--- src/rtl/time_set_ctrl_if.sv ---
`default_nettype none
// ============================================================================
// Module   : time_set_ctrl_if
// Brief    : Button, feedback and load-bus signals of the time/alarm setter.
// Revision : 1.0
// ============================================================================
interface time_set_ctrl_if;
    logic       btn_mode;
    logic       btn_inc;
    logic       btn_set;
    logic       sel_alarm;
    logic [1:0] cur_h1;
    logic [3:0] cur_h0;
    logic [3:0] cur_m1;
    logic [3:0] cur_m0;
    logic [1:0] H_in1;
    logic [3:0] H_in0;
    logic [3:0] M_in1;
    logic [3:0] M_in0;
    logic       LD_time;
    logic       LD_alarm;
    logic       busy;
    logic [1:0] field;

    modport master (
        output btn_mode, btn_inc, btn_set, sel_alarm,
        output cur_h1, cur_h0, cur_m1, cur_m0,
        input  H_in1, H_in0, M_in1, M_in0,
        input  LD_time, LD_alarm, busy, field
    );

    modport slave (
        input  btn_mode, btn_inc, btn_set, sel_alarm,
        input  cur_h1, cur_h0, cur_m1, cur_m0,
        output H_in1, H_in0, M_in1, M_in0,
        output LD_time, LD_alarm, busy, field
    );
endinterface
`default_nettype wire

--- src/rtl/time_set_ctrl.sv ---
`default_nettype none
// ============================================================================
// Module   : time_set_ctrl
// Brief    : Debounced three-button editor for time/alarm with timed load strobe.
// Revision : 1.0
// ============================================================================
module time_set_ctrl #(
    parameter int DEBOUNCE_CYCLES = 4,
    parameter int LOAD_CYCLES     = 12
) (
    input  logic            clk,
    input  logic            reset,
    time_set_ctrl_if.slave  bus
);

    localparam int c_DEB_W = $clog2(DEBOUNCE_CYCLES + 1);
    localparam int c_LD_W  = $clog2(LOAD_CYCLES + 1);
    localparam logic [c_DEB_W-1:0] c_DEB_LAST = c_DEB_W'(DEBOUNCE_CYCLES - 1);
    localparam logic [c_LD_W-1:0]  c_LD_LAST  = c_LD_W'(LOAD_CYCLES - 1);

    // State encoding doubles as the field output code.
    localparam logic [1:0] c_IDLE     = 2'b00;
    localparam logic [1:0] c_SET_HOUR = 2'b01;
    localparam logic [1:0] c_SET_MIN  = 2'b10;
    localparam logic [1:0] c_COMMIT   = 2'b11;

    logic [2:0] w_btn_raw;
    logic [2:0] w_press;
    logic       w_mode;
    logic       w_inc;
    logic       w_set;

    assign w_btn_raw = {bus.btn_set, bus.btn_inc, bus.btn_mode};
    assign w_mode    = w_press[0];
    assign w_inc     = w_press[1];
    assign w_set     = w_press[2];

    for (genvar gi = 0; gi < 3; gi++) begin : g_btn
        logic [1:0]         sync_q, sync_d;
        logic               level_q, level_d;
        logic               prev_q, prev_d;
        logic [c_DEB_W-1:0] cnt_q, cnt_d;

        always_comb begin
            sync_d  = {sync_q[0], w_btn_raw[gi]};
            prev_d  = level_q;
            level_d = level_q;
            cnt_d   = '0;
            if (sync_q[1] != level_q) begin
                if (cnt_q == c_DEB_LAST) begin
                    level_d = sync_q[1];
                end else begin
                    cnt_d = cnt_q + 1'b1;
                end
            end
        end

        always_ff @(posedge clk or negedge reset) begin
            if (!reset) begin
                sync_q  <= '0;
                level_q <= 1'b0;
                prev_q  <= 1'b0;
                cnt_q   <= '0;
            end else begin
                sync_q  <= sync_d;
                level_q <= level_d;
                prev_q  <= prev_d;
                cnt_q   <= cnt_d;
            end
        end

        assign w_press[gi] = level_q & ~prev_q;
    end

    logic [1:0]        state_q, state_d;
    logic [1:0]        h1_q, h1_d;
    logic [3:0]        h0_q, h0_d;
    logic [3:0]        m1_q, m1_d;
    logic [3:0]        m0_q, m0_d;
    logic              target_q, target_d;
    logic [c_LD_W-1:0] ld_cnt_q, ld_cnt_d;
    logic              busy_q, busy_d;
    logic              ld_time_q, ld_time_d;
    logic              ld_alarm_q, ld_alarm_d;

    // Out-of-range captured values fall into the wrap case so one inc cleans them up.
    logic w_hour_wrap;
    logic w_min_wrap;
    assign w_hour_wrap = !((h1_q < 2'd2 && h0_q <= 4'd9) || (h1_q == 2'd2 && h0_q <= 4'd3))
                       || (h1_q == 2'd2 && h0_q == 4'd3);
    assign w_min_wrap  = (m1_q > 4'd5) || (m0_q > 4'd9) || (m1_q == 4'd5 && m0_q == 4'd9);

    always_comb begin
        state_d  = state_q;
        h1_d     = h1_q;
        h0_d     = h0_q;
        m1_d     = m1_q;
        m0_d     = m0_q;
        target_d = target_q;
        ld_cnt_d = ld_cnt_q;
        case (state_q)
            c_IDLE: begin
                if (w_mode) begin
                    state_d  = c_SET_HOUR;
                    h1_d     = bus.cur_h1;
                    h0_d     = bus.cur_h0;
                    m1_d     = bus.cur_m1;
                    m0_d     = bus.cur_m0;
                    target_d = bus.sel_alarm;
                end
            end
            c_SET_HOUR: begin
                if (w_mode) begin
                    state_d = c_IDLE;
                end else if (w_set) begin
                    state_d = c_SET_MIN;
                end else if (w_inc) begin
                    if (w_hour_wrap) begin
                        h1_d = 2'd0;
                        h0_d = 4'd0;
                    end else if (h0_q == 4'd9) begin
                        h1_d = h1_q + 2'd1;
                        h0_d = 4'd0;
                    end else begin
                        h0_d = h0_q + 4'd1;
                    end
                end
            end
            c_SET_MIN: begin
                if (w_mode) begin
                    state_d = c_IDLE;
                end else if (w_set) begin
                    state_d  = c_COMMIT;
                    ld_cnt_d = '0;
                end else if (w_inc) begin
                    if (w_min_wrap) begin
                        m1_d = 4'd0;
                        m0_d = 4'd0;
                    end else if (m0_q == 4'd9) begin
                        m1_d = m1_q + 4'd1;
                        m0_d = 4'd0;
                    end else begin
                        m0_d = m0_q + 4'd1;
                    end
                end
            end
            c_COMMIT: begin
                if (ld_cnt_q == c_LD_LAST) begin
                    state_d  = c_IDLE;
                    ld_cnt_d = '0;
                end else begin
                    ld_cnt_d = ld_cnt_q + 1'b1;
                end
            end
            default: state_d = c_IDLE;
        endcase

        busy_d     = (state_d != c_IDLE);
        ld_time_d  = (state_d == c_COMMIT) && !target_d;
        ld_alarm_d = (state_d == c_COMMIT) &&  target_d;
    end

    always_ff @(posedge clk or negedge reset) begin
        if (!reset) begin
            state_q    <= c_IDLE;
            h1_q       <= 2'd0;
            h0_q       <= 4'd0;
            m1_q       <= 4'd0;
            m0_q       <= 4'd0;
            target_q   <= 1'b0;
            ld_cnt_q   <= '0;
            busy_q     <= 1'b0;
            ld_time_q  <= 1'b0;
            ld_alarm_q <= 1'b0;
        end else begin
            state_q    <= state_d;
            h1_q       <= h1_d;
            h0_q       <= h0_d;
            m1_q       <= m1_d;
            m0_q       <= m0_d;
            target_q   <= target_d;
            ld_cnt_q   <= ld_cnt_d;
            busy_q     <= busy_d;
            ld_time_q  <= ld_time_d;
            ld_alarm_q <= ld_alarm_d;
        end
    end

    assign bus.H_in1    = h1_q;
    assign bus.H_in0    = h0_q;
    assign bus.M_in1    = m1_q;
    assign bus.M_in0    = m0_q;
    assign bus.LD_time  = ld_time_q;
    assign bus.LD_alarm = ld_alarm_q;
    assign bus.busy     = busy_q;
    assign bus.field    = state_q;

endmodule
`default_nettype wire
--- src/flat_wrapper.sv ---
// flat-port wrapper written by rule: the top's interface ports become plain ports
module time_set_ctrl_flat 
#(
    parameter int DEBOUNCE_CYCLES = 4,
    parameter int LOAD_CYCLES     = 12
)
  (clk, reset, bus_btn_mode, bus_btn_inc, bus_btn_set, bus_sel_alarm, bus_cur_h1, bus_cur_h0, bus_cur_m1, bus_cur_m0, bus_H_in1, bus_H_in0, bus_M_in1, bus_M_in0, bus_LD_time, bus_LD_alarm, bus_busy, bus_field);
  time_set_ctrl_if bus_i ();
  input  logic clk;
  input  logic reset;
  input wire logic [$bits(bus_i.btn_mode)-1:0] bus_btn_mode;
  input wire logic [$bits(bus_i.btn_inc)-1:0] bus_btn_inc;
  input wire logic [$bits(bus_i.btn_set)-1:0] bus_btn_set;
  input wire logic [$bits(bus_i.sel_alarm)-1:0] bus_sel_alarm;
  input wire logic [$bits(bus_i.cur_h1)-1:0] bus_cur_h1;
  input wire logic [$bits(bus_i.cur_h0)-1:0] bus_cur_h0;
  input wire logic [$bits(bus_i.cur_m1)-1:0] bus_cur_m1;
  input wire logic [$bits(bus_i.cur_m0)-1:0] bus_cur_m0;
  output wire logic [$bits(bus_i.H_in1)-1:0] bus_H_in1;
  output wire logic [$bits(bus_i.H_in0)-1:0] bus_H_in0;
  output wire logic [$bits(bus_i.M_in1)-1:0] bus_M_in1;
  output wire logic [$bits(bus_i.M_in0)-1:0] bus_M_in0;
  output wire logic [$bits(bus_i.LD_time)-1:0] bus_LD_time;
  output wire logic [$bits(bus_i.LD_alarm)-1:0] bus_LD_alarm;
  output wire logic [$bits(bus_i.busy)-1:0] bus_busy;
  output wire logic [$bits(bus_i.field)-1:0] bus_field;
  assign bus_i.btn_mode = bus_btn_mode;
  assign bus_i.btn_inc = bus_btn_inc;
  assign bus_i.btn_set = bus_btn_set;
  assign bus_i.sel_alarm = bus_sel_alarm;
  assign bus_i.cur_h1 = bus_cur_h1;
  assign bus_i.cur_h0 = bus_cur_h0;
  assign bus_i.cur_m1 = bus_cur_m1;
  assign bus_i.cur_m0 = bus_cur_m0;
  assign bus_H_in1 = bus_i.H_in1;
  assign bus_H_in0 = bus_i.H_in0;
  assign bus_M_in1 = bus_i.M_in1;
  assign bus_M_in0 = bus_i.M_in0;
  assign bus_LD_time = bus_i.LD_time;
  assign bus_LD_alarm = bus_i.LD_alarm;
  assign bus_busy = bus_i.busy;
  assign bus_field = bus_i.field;
  time_set_ctrl #(.DEBOUNCE_CYCLES(DEBOUNCE_CYCLES), .LOAD_CYCLES(LOAD_CYCLES)) u_core (.clk(clk), .reset(reset), .bus(bus_i));
endmodule
--- config.mk ---
export PLATFORM = sky130hd
export DESIGN_NAME = time_set_ctrl_flat
export DESIGN_NICKNAME = d
export VERILOG_FILES = /design/src/rtl/time_set_ctrl_if.sv /design/src/rtl/time_set_ctrl.sv /design/src/flat_wrapper.sv
export SDC_FILE = /design/constraint.sdc
export NUM_CORES = 1
export LEC_CHECK = 0
export BUFFER_PORTS_ARGS = -buffer_cell sky130_fd_sc_hd__buf_4
export CORE_AREA = 5 5 69 71
export DETAILED_ROUTE_END_ITERATION = 8
export DIE_AREA = 0 0 74 76
export PLACE_DENSITY = 0.74
export SLEW_MARGIN = 20
export SYNTH_ARGS = -nofsm -noshare
export SYNTH_HDL_FRONTEND = slang
export SYNTH_SLANG_ARGS = --single-unit
--- constraint.sdc ---
create_clock -name clk -period 2.05 [get_ports clk]
set_clock_uncertainty 0.05 [all_clocks]
set_input_delay 0.205 -clock clk [delete_from_list [all_inputs] [get_ports clk]]
set_output_delay 0.205 -clock clk [all_outputs]
set_load 0.02 [all_outputs]
==> results.ini, run 1 <==
[status]
status = completed

[grt]
overflow = 0
grt_usage = 0.175
grt_max_degree = 46
grt_pass1_vias = 1709
antenna_found_initial = 0
grt_pass1_wl_mm = 7.83

[clocking]
clock-sinks = 45
insertion_delay_ps = 290
cts_root_buf = clkbuf_8
clk_pin_slew_worst_paths_ps = 80
htree_levels = 2
cts_setup_buffers = 0
cts_tree = built
clockBufferDepth = 2
cts_buffers = 5

[critical_path]
cp_max_fo = 6
critPathBufInv = 0
worstSetupPathType = register to register
worst_ep_arrival_time_ps = 2030
cpMaxStageDelayCell = or4_1
slowest_delay_ps = 490
cp_data_required_time_ps = 2210
crit_chain = ha_1 > nand2b_1 > a211oi_2 > o21ai_1 > or4_1 > o211ai_1
cp-start-kind = register
cp_top_family = simple AND/OR/NAND/NOR gates
endpoint_kind = register

[routing]
drt_wl_total_mm = 4.32
top_layer = met4
route.met3.wl_um = 248
dr.pass1.iters = 4
ant_nets = 0
drt_iter0_markers = 50
wl_met1_mm = 1.90
wl_met2_mm = 2.13
avgViaCountPerCell = 5.57
wl_per_cell_um = 14.2
drc = 0
vias = 1692

[yosys]
synth-main-ff-cell = dfrtp_1
synthCells = 201
ys_seq_area_frac = 0.521
netlist_area_um2 = 2160
synth_edf_count = 0
syn_nets = 229
synth_area_per_cell_um2 = 10.8
synth_cell_types = 47
ys_ff_latch = 45
async_flop_share = 1.00
yosysWarnings = 0

[min_path]
holdCritPathClass = input port to register

[power]
power.total_uw = 4060
p_int_uw = 2380
swShare = 0.415
power_density_nw_per_um2 = 1530
pwr-share-seq = 0.381
p_comb_frac = 0.490
clkPwrFrac = 0.129
p_leak_uw = 0.00123
vdd_drop_max_mv = 0.859
p_sw_uw = 1690

[die]
die_x_um = 74
ioPinCount = 39
die_height_um = 76
die_area_um2 = 5620
core_area_um2 = 4170
start_util = 0.518
rows = 24

[finish]
regArea_um2 = 1130
multi_input_area_um2 = 993
diodes = 0
final_common_cell = dfrtp_1
final_cell_mix = dfrtp_1, buf_4, nor2b_1
drive_gt1_frac = 0.242
n_fill_cell = 349
area_growth_pct = 22.9
nets = 279

[sta]
setup_tns_ps = 0
rsz0062_at_grt = false
finalSetupViolCount = 0
timing.hold.ws_ps = 126
worst_slew_pin_slew_ps = 553
slew_violations = 0
slew_headroom = 0.631
finalCritPeriodShare = 0.910
fmax_mhz = 536
hold_viol = 0
worst_slack_ps = 185
fin_crit_ps = 1860

[placement]
hpwl_mm = 3.19
place_congestion = 0.874
port-buffer-count = 38
place_ws_ps = 206

[flow_run]
cap_violations = 0

==> power by group through the flow <==
stage	combinational [µW]	clock, µW	sequential [µW]
floorplan	1190	0	1690
global placement	1960	0	1550
detailed placement	2000	0	1560
CTS	2010	540	1550
global route	2240	570	1620
finish	1990	522	1550
==> layer usage <==
metal,up-vias,track usage
met5,-,0
met4,0,0.0543
met3,5,0.0343
met2,43,0.286
met1,816,0.232
li1,828,-
==> cell type report <==
cell class / count / share of cell area
clock buffers: 6 / 0.0273
clock inverters: 2 / 0.00377
inverters: 7 / 0.00989
multi-input cells: 145 / 0.374
flip-flops and latches: 45 / 0.424
well taps: 52 / 0.0245
repair buffers: 47 / 0.137
==> cell usage after synthesis (all sizes together) (2+ instances only) <==
cell type	instances	area, µm²
nand3	4	20.0
nand3b	2	18.8
a21oi	13	65.1
o21ai	15	75.1
nand2	12	45.0
nor3b	4	30.0
nor2	10	37.5
a21o	2	15.0
buf	2	8.75
a32oi	3	26.3
inv	7	26.3
or2	2	15.0
clkbuf	2	7.51
dfrtp	45	1130
a22oi	3	22.5
nor2b	14	87.6
nand2b	8	50.1
a31oi	3	18.8
o22ai	3	18.8
nor3	5	25.0
ha	8	100
o2bb2ai	2	17.5
mux2	5	56.3
a2bb2oi	3	26.3
o211ai	2	15.0
a221oi	2	17.5
xnor2	4	35.0
==> path summary, 6_finish.rpt <==
| kind | start | depth (start not counted) | slack (ps) | to |
|---|---|---|---|---|
| worst max-delay path | u_core.bus.H_in1[1] | 6 | 190 | u_core.bus.H_in0[3] |
| worst min register to register | u_core.g_btn[0].sync_q[0] | 0 | 300 | u_core.g_btn[0].sync_q[1] |
| min in group asynchronous | reset | 2 | 400 | u_core.g_btn[2].cnt_q[1] |
| max in group asynchronous | reset | 2 | 1170 | u_core.bus.M_in0[2] |
| worst min-delay path | bus_cur_m0[0] | 3 | 130 | u_core.bus.M_in0[0] |
| worst max register to register | u_core.bus.H_in1[1] | 6 | 190 | u_core.bus.H_in0[3] |
==> metrics by stage <==
step                      utilization  area [µm²]  std cells
after CTS                       0.636        2660        304
after global placement          0.607        2530        292
after detailed placement        0.607        2530        292
after floorplan                     -        2160        201
final                           0.636        2660        304
after global routing            0.636        2660        304
==> what timing repair did <==
action | 4_1_cts | 5_1_grt
gates resized for setup | 0 | 0
hold buffers | 4 | 0
hold endpoints to repair | 48 | 0
==> worst reg2reg max path, delay by kind of cell (launching register included) <==
kind	cells	cell delay [ps]
compound gates	3	500
fa+ha+maj	1	200
flops	1	450
simple gates	2	580
==> cell families (layout without fill, tap and decap cells) <==
family | Yosys count | in the layout | share of synthesized area
adders and majority gates | 8 | 8 | 0.0463
xor gates and xnor gates | 4 | 4 | 0.0162
buffers and inverters | 11 | 62 | 0.0197
DFF | 45 | 45 | 0.521
AOI/OAI and AO/OA | 61 | 61 | 0.193
muxes | 5 | 5 | 0.0260
and+or+nand+nor | 67 | 67 | 0.178
==> flip-flops by register name, indices dropped and copies added, names as in the netlist <==
signal and flops:
u_core.g_btn.cnt_q 9, u_core.g_btn.sync_q 6, u_core.bus.H_in0 4, u_core.bus.M_in0 4, u_core.bus.M_in1 4, u_core.ld_cnt_q 4, u_core.g_btn.level_q 3, u_core.g_btn.prev_q 3
u_core.bus.H_in1 2, u_core.bus.field 2, u_core.bus.LD_alarm 1, u_core.bus.LD_time 1, u_core.bus.busy 1, u_core.target_q 1
Note: power is estimated with default switching activity, not from simulation.
==> run 2, diff against run 1 <==
clock period = 1.9 ns   (was 2.05 ns; I/O delays follow)
==> results.ini, run 2 (synthesis results as in run 1) <==
[clocking]
cts_root_buf = clkbuf_8
clockBufferDepth = 2
insertion_delay_ps = 300
cts_tree = built
clk_pin_slew_worst_paths_ps = 80
cts_buffers = 5
htree_levels = 2
clock-sinks = 45

[power]
p_comb_frac = 0.495
p_sw_uw = 1890
power.total_uw = 4710
p_leak_uw = 0.00127
vdd_drop_max_mv = 1.06
swShare = 0.402
p_int_uw = 2820
clkPwrFrac = 0.151
pwr-share-seq = 0.354
power_density_nw_per_um2 = 1710

[critical_path]
cp-start-kind = register
endpoint_kind = register
worst_ep_arrival_time_ps = 2010
path_depth = 7
worstSetupPathType = register to register
cp_max_fo = 5
slowest_delay_ps = 440
crit_chain = inv_1 > ha_1 > nor2_1 > a21o_1 > or2_4 > o41a_1 > o2bb2ai_1
cp_top_family = compound AO/OA/AOI/OAI gates
cp_data_required_time_ps = 2070
critPathBufInv = 1
cpMaxStageDelayCell = dfrtp_1
worst-r2r-cell-count = 7

[sta]
finalCritPeriodShare = 0.969
finalSetupViolCount = 0
worst_slack_ps = 59.0
slew_violations = 0
fmax_mhz = 543
worst_slew_pin_slew_ps = 535
hold_viol = 0
slew_headroom = 0.643
fin_crit_ps = 1840
rsz0062_at_grt = true

[routing]
wl_per_cell_um = 13.3
ant_nets = 0
dr.pass1.iters = 4
vias = 1693
drt_iter0_markers = 78
drc = 0
avgViaCountPerCell = 5.50
drt_wl_total_mm = 4.09

[die]
core_area_um2 = 4170
start_util = 0.518
ioPinCount = 39
die_area_um2 = 5620
die_height_um = 76
rows = 24
die_x_um = 74

[finish]
final_common_cell = buf_4
top_register = u_core.g_btn.cnt_q
largest_reg_flops = 9
final_cell_mix = buf_4, dfrtp_1, nor2b_1
drive_gt1_frac = 0.285
stdcell_count = 308
n_fill_cell = 325
diodes = 0
reg.largest.list = u_core.g_btn.cnt_q (9), u_core.g_btn.sync_q (6)
nets = 283
postLayoutCoreUtil = 0.662
area_growth_pct = 27.8

[placement]
place_ws_ps = 38.2
place_congestion = 0.888
hpwl_mm = 3.01
post-place-cells = 295
port-buffer-count = 38

[flow_run]
cap_violations = 0

[grt]
grt_pass1_vias = 1656
grt_usage = 0.164
grt_max_degree = 46
grt_pass1_wl_mm = 7.27
antenna_found_initial = 0
overflow = 0

[min_path]
holdCritPathClass = input port to register
worstHoldPathCells = 3

[status]
status = completed

run 2: cell types whose count changed in the layout (fill, tap and decap cells not counted), sizes merged:
cell / before / now
buf: 43 / 47
bufinv: 0 / 1
clkinv: 2 / 1
run 2: per-layer routing:
layer  GRT usage  share of wire  vias up
li1            -              -      843
met1       0.224           0.47      798
met2       0.243           0.45       44
met3      0.0462          0.063        8
met4      0.0688          0.022        0
met5           0              0        -
run 2: path summary, 6_finish.rpt:
check                                          start                   endpoint  slack (ps)
max in group asynchronous                      reset        u_core.bus.H_in1[1]        1040
max reg2reg                      u_core.bus.M_in1[0]        u_core.bus.M_in0[3]          60
min                                    bus_cur_h0[0]        u_core.bus.H_in0[0]         110
min in group asynchronous                      reset  u_core.g_btn[0].sync_q[1]         360
min reg2reg                u_core.g_btn[0].sync_q[0]  u_core.g_btn[0].sync_q[1]         290
max                              u_core.bus.M_in1[0]        u_core.bus.M_in0[3]          60
run 2: layout make-up:
| class | instances | area, µm² | area share |
|---|---|---|---|
| flip-flops and latches | 45 | 1130 | 0.408 |
| multi-input cells | 145 | 1040 | 0.376 |
| repair buffers | 51 | 393 | 0.142 |
| clock buffers | 6 | 72.6 | 0.0263 |
| well taps | 52 | 65.1 | 0.0236 |
| clock inverters | 2 | 38.8 | 0.0140 |
| inverters | 7 | 26.3 | 0.00951 |
run 2: worst reg2reg max path, cell delays in order (launching register included):
cell	delay (ps)
dfrtp_1	440
inv_1	120
ha_1	150
nor2_1	50
a21o_1	190
or2_4	250
o41a_1	370
o2bb2ai_1	150
run 2: power by group through the flow:
stage | clock, µW | combinational, µW | sequential (µW)
after detailed placement | 0 | 2190 | 1680
after floorplan | 0 | 1290 | 1830
after global routing | 780 | 2580 | 1730
final | 712 | 2330 | 1670
after CTS | 736 | 2220 | 1660
after global placement | 0 | 2170 | 1660
run 2: per-stage QoR:
| step | cell area, µm² | TNS (ps) | hold slack [ps] |
|---|---|---|---|
| 2_1_floorplan | 2160 | 0 | -156 |
| 3_3_place_gp | 2560 | 0 | 172 |
| 3_5_place_dp | 2560 | 0 | 170 |
| 4_1_cts | 2710 | 0 | 93.6 |
| 5_1_grt | 2760 | -14.8 | 108 |
| 6_report | 2760 | 0 | 105 |
run 2: repair_timing:
item,4_1_cts,5_1_grt
resized for setup,0,10
hold endpoints to repair,48,0
buffers inserted,0,1
setup endpoints to repair,0,6
hold buffers,4,0
==> run 3, diff against run 2 <==
CORE_AREA = 5 5 73 75   (was 5 5 69 71)
DIE_AREA = 0 0 78 80   (was 0 0 74 76)
PLACE_DENSITY = 0.69   (was 0.74)
clock period = 1.55 ns   (was 1.9 ns; I/O delays follow)
==> results.ini, run 3 (synthesis results as in run 1) <==
[die]
rows = 25
die_height_um = 80
ioPinCount = 39
start_util = 0.470
die_x_um = 78
core_area_um2 = 4600
die_area_um2 = 6240

[critical_path]
crit_chain = inv_2 > ha_4 > nand2b_4 > o32ai_4 > o21ai_2 > or4_1 > o211ai_1
cp_max_fo = 2
path_depth = 7
endpoint_kind = register
critPathBufInv = 1
worstSetupPathType = register to register
cpMaxStageDelayCell = dfrtp_2
cp_top_family = simple AND/OR/NAND/NOR gates
reg2reg_to = u_core.bus.H_in0[3]
worst-r2r-cell-count = 7
worst_ep_arrival_time_ps = 1900
slowest_delay_ps = 410
crit_start = u_core.bus.H_in1[0]
cp_data_required_time_ps = 1710
reg2reg_slack_ps = -190
worstReg2RegStart = u_core.bus.H_in1[0]
endpoint = u_core.bus.H_in0[3]
cp-start-kind = register

[routing]
dr.pass1.iters = 4
drt_wl_total_mm = 5.03
drt_iter0_markers = 77
drc = 0
avgViaCountPerCell = 5.32
ant_nets = 0
vias = 1857
wl_per_cell_um = 14.4

[finish]
top_register = u_core.g_btn.cnt_q
final_common_cell = buf_4
largest_reg_flops = 9
nets = 322
diodes = 0
reg.largest.list = u_core.g_btn.cnt_q (9), u_core.g_btn.sync_q (6)
stdcell_count = 349
final_cell_mix = buf_4, dfrtp_1, nand2_1, nor2b_1, a21oi_1
area_growth_pct = 49.1
postLayoutCoreUtil = 0.701
drive_gt1_frac = 0.478

[placement]
place_ws_ps = -230
post-place-cells = 329
hpwl_mm = 3.46
port-buffer-count = 38
place_congestion = 0.810

[grt]
grt_max_degree = 46
overflow = 0
grt_pass1_wl_mm = 8.54
grt_pass1_vias = 1901
antenna_found_initial = 0
grt_usage = 0.172

[sta]
finalSetupViolCount = 13
fmax_mhz = 574
hold_viol = 0
slew_violations = 0
slew_headroom = 0.624
fin_crit_ps = 1740
finalCritPeriodShare = 1.12
worst_slew_pin_slew_ps = 564
rsz0062_at_grt = true
worst_slack_ps = -193

[min_path]
holdCritPathClass = input port to register
worstHoldStart = bus_cur_h0[0]

[clocking]
clock-sinks = 45
clockBufferDepth = 2
cts_tree = built
cts_buffers = 5
cts_root_buf = clkbuf_8
htree_levels = 2
clk_pin_slew_worst_paths_ps = 90
insertion_delay_ps = 300

[status]
status = finished with violations
violations = setup timing

[power]
vdd_drop_max_mv = 1.17
power.total_uw = 6910
power_density_nw_per_um2 = 2140
p_leak_uw = 0.00148

[flow_run]
cap_violations = 0

==> run 3: cell types whose count changed in the layout (fill, tap and decap cells not counted), moves of 4 or more <==
cell / previous run / this run
buf_6: 0 / 4
dfrtp_1: 44 / 38
buf_4: 47 / 82
dfrtp_2: 1 / 7
a21oi_1: 13 / 9
==> run 3: layer usage <==
metal / up-vias / GRT usage / part of all wire
met5: - / 0 / 0
met4: 0 / 0.0557 / 0.014
met3: 6 / 0.0406 / 0.044
met2: 38 / 0.300 / 0.50
met1: 893 / 0.208 / 0.44
li1: 920 / - / -
==> run 3: what timing repair did <==
| action | in CTS | in global routing |
|---|---|---|
| setup buffers | 6 | 4 |
| pin swaps | 11 | 10 |
| resized for setup | 24 | 9 |
| hold buffers | 4 | 0 |
| hold endpoints to repair | 48 | 0 |
| setup endpoints to repair | 15 | 17 |
==> run 3: report_power, final <==
group / internal, µW / total (µW) / switching (µW)
clock: 367 / 781 / 414
sequential: 1620 / 1990 / 375
combinational: 2150 / 4140 / 1980
total: 4140 / 6910 / 2770
==> run 3: cell type report <==
class | count | area (µm²)
Clock buffer | 6 | 82.6
Clock inverter | 2 | 16.3
Fill cell | 354 | 1380
Inverter | 7 | 28.8
Multi-Input combinational cell | 145 | 1190
Sequential cell | 45 | 1130
Tap cell | 54 | 67.6
Timing Repair Buffer | 90 | 701
==> run 3: through the flow <==
stage          hold WS (ps)  TNS (ps)  instance area (µm²)
2_1_floorplan          -191      -425                 2220
3_3_place_gp            140     -1050                 2860
3_5_place_dp            137     -1500                 2860
4_1_cts                57.9     -1030                 3160
5_1_grt                70.3     -2000                 3220
6_report               64.6     -1040                 3220
==> run 3: how the worst min path moves through the flow <==
| stage | to | slack (ps) | depth (start not counted) |
|---|---|---|---|
| after floorplan | u_core.bus.H_in0[0] | -190 | 0 |
| after global placement | u_core.ld_cnt_q[2] | 140 | 1 |
| after detailed placement | u_core.ld_cnt_q[2] | 140 | 1 |
| after CTS | u_core.bus.M_in0[0] | 60 | 3 |
| after global routing | u_core.bus.M_in0[0] | 70 | 3 |
| final | u_core.bus.H_in0[0] | 60 | 3 |
==> run 3: tightest hold or removal path: stages <==
cell and delay, ps:
buf_4 80, a2bb2oi_2 40, o21ai_1 100
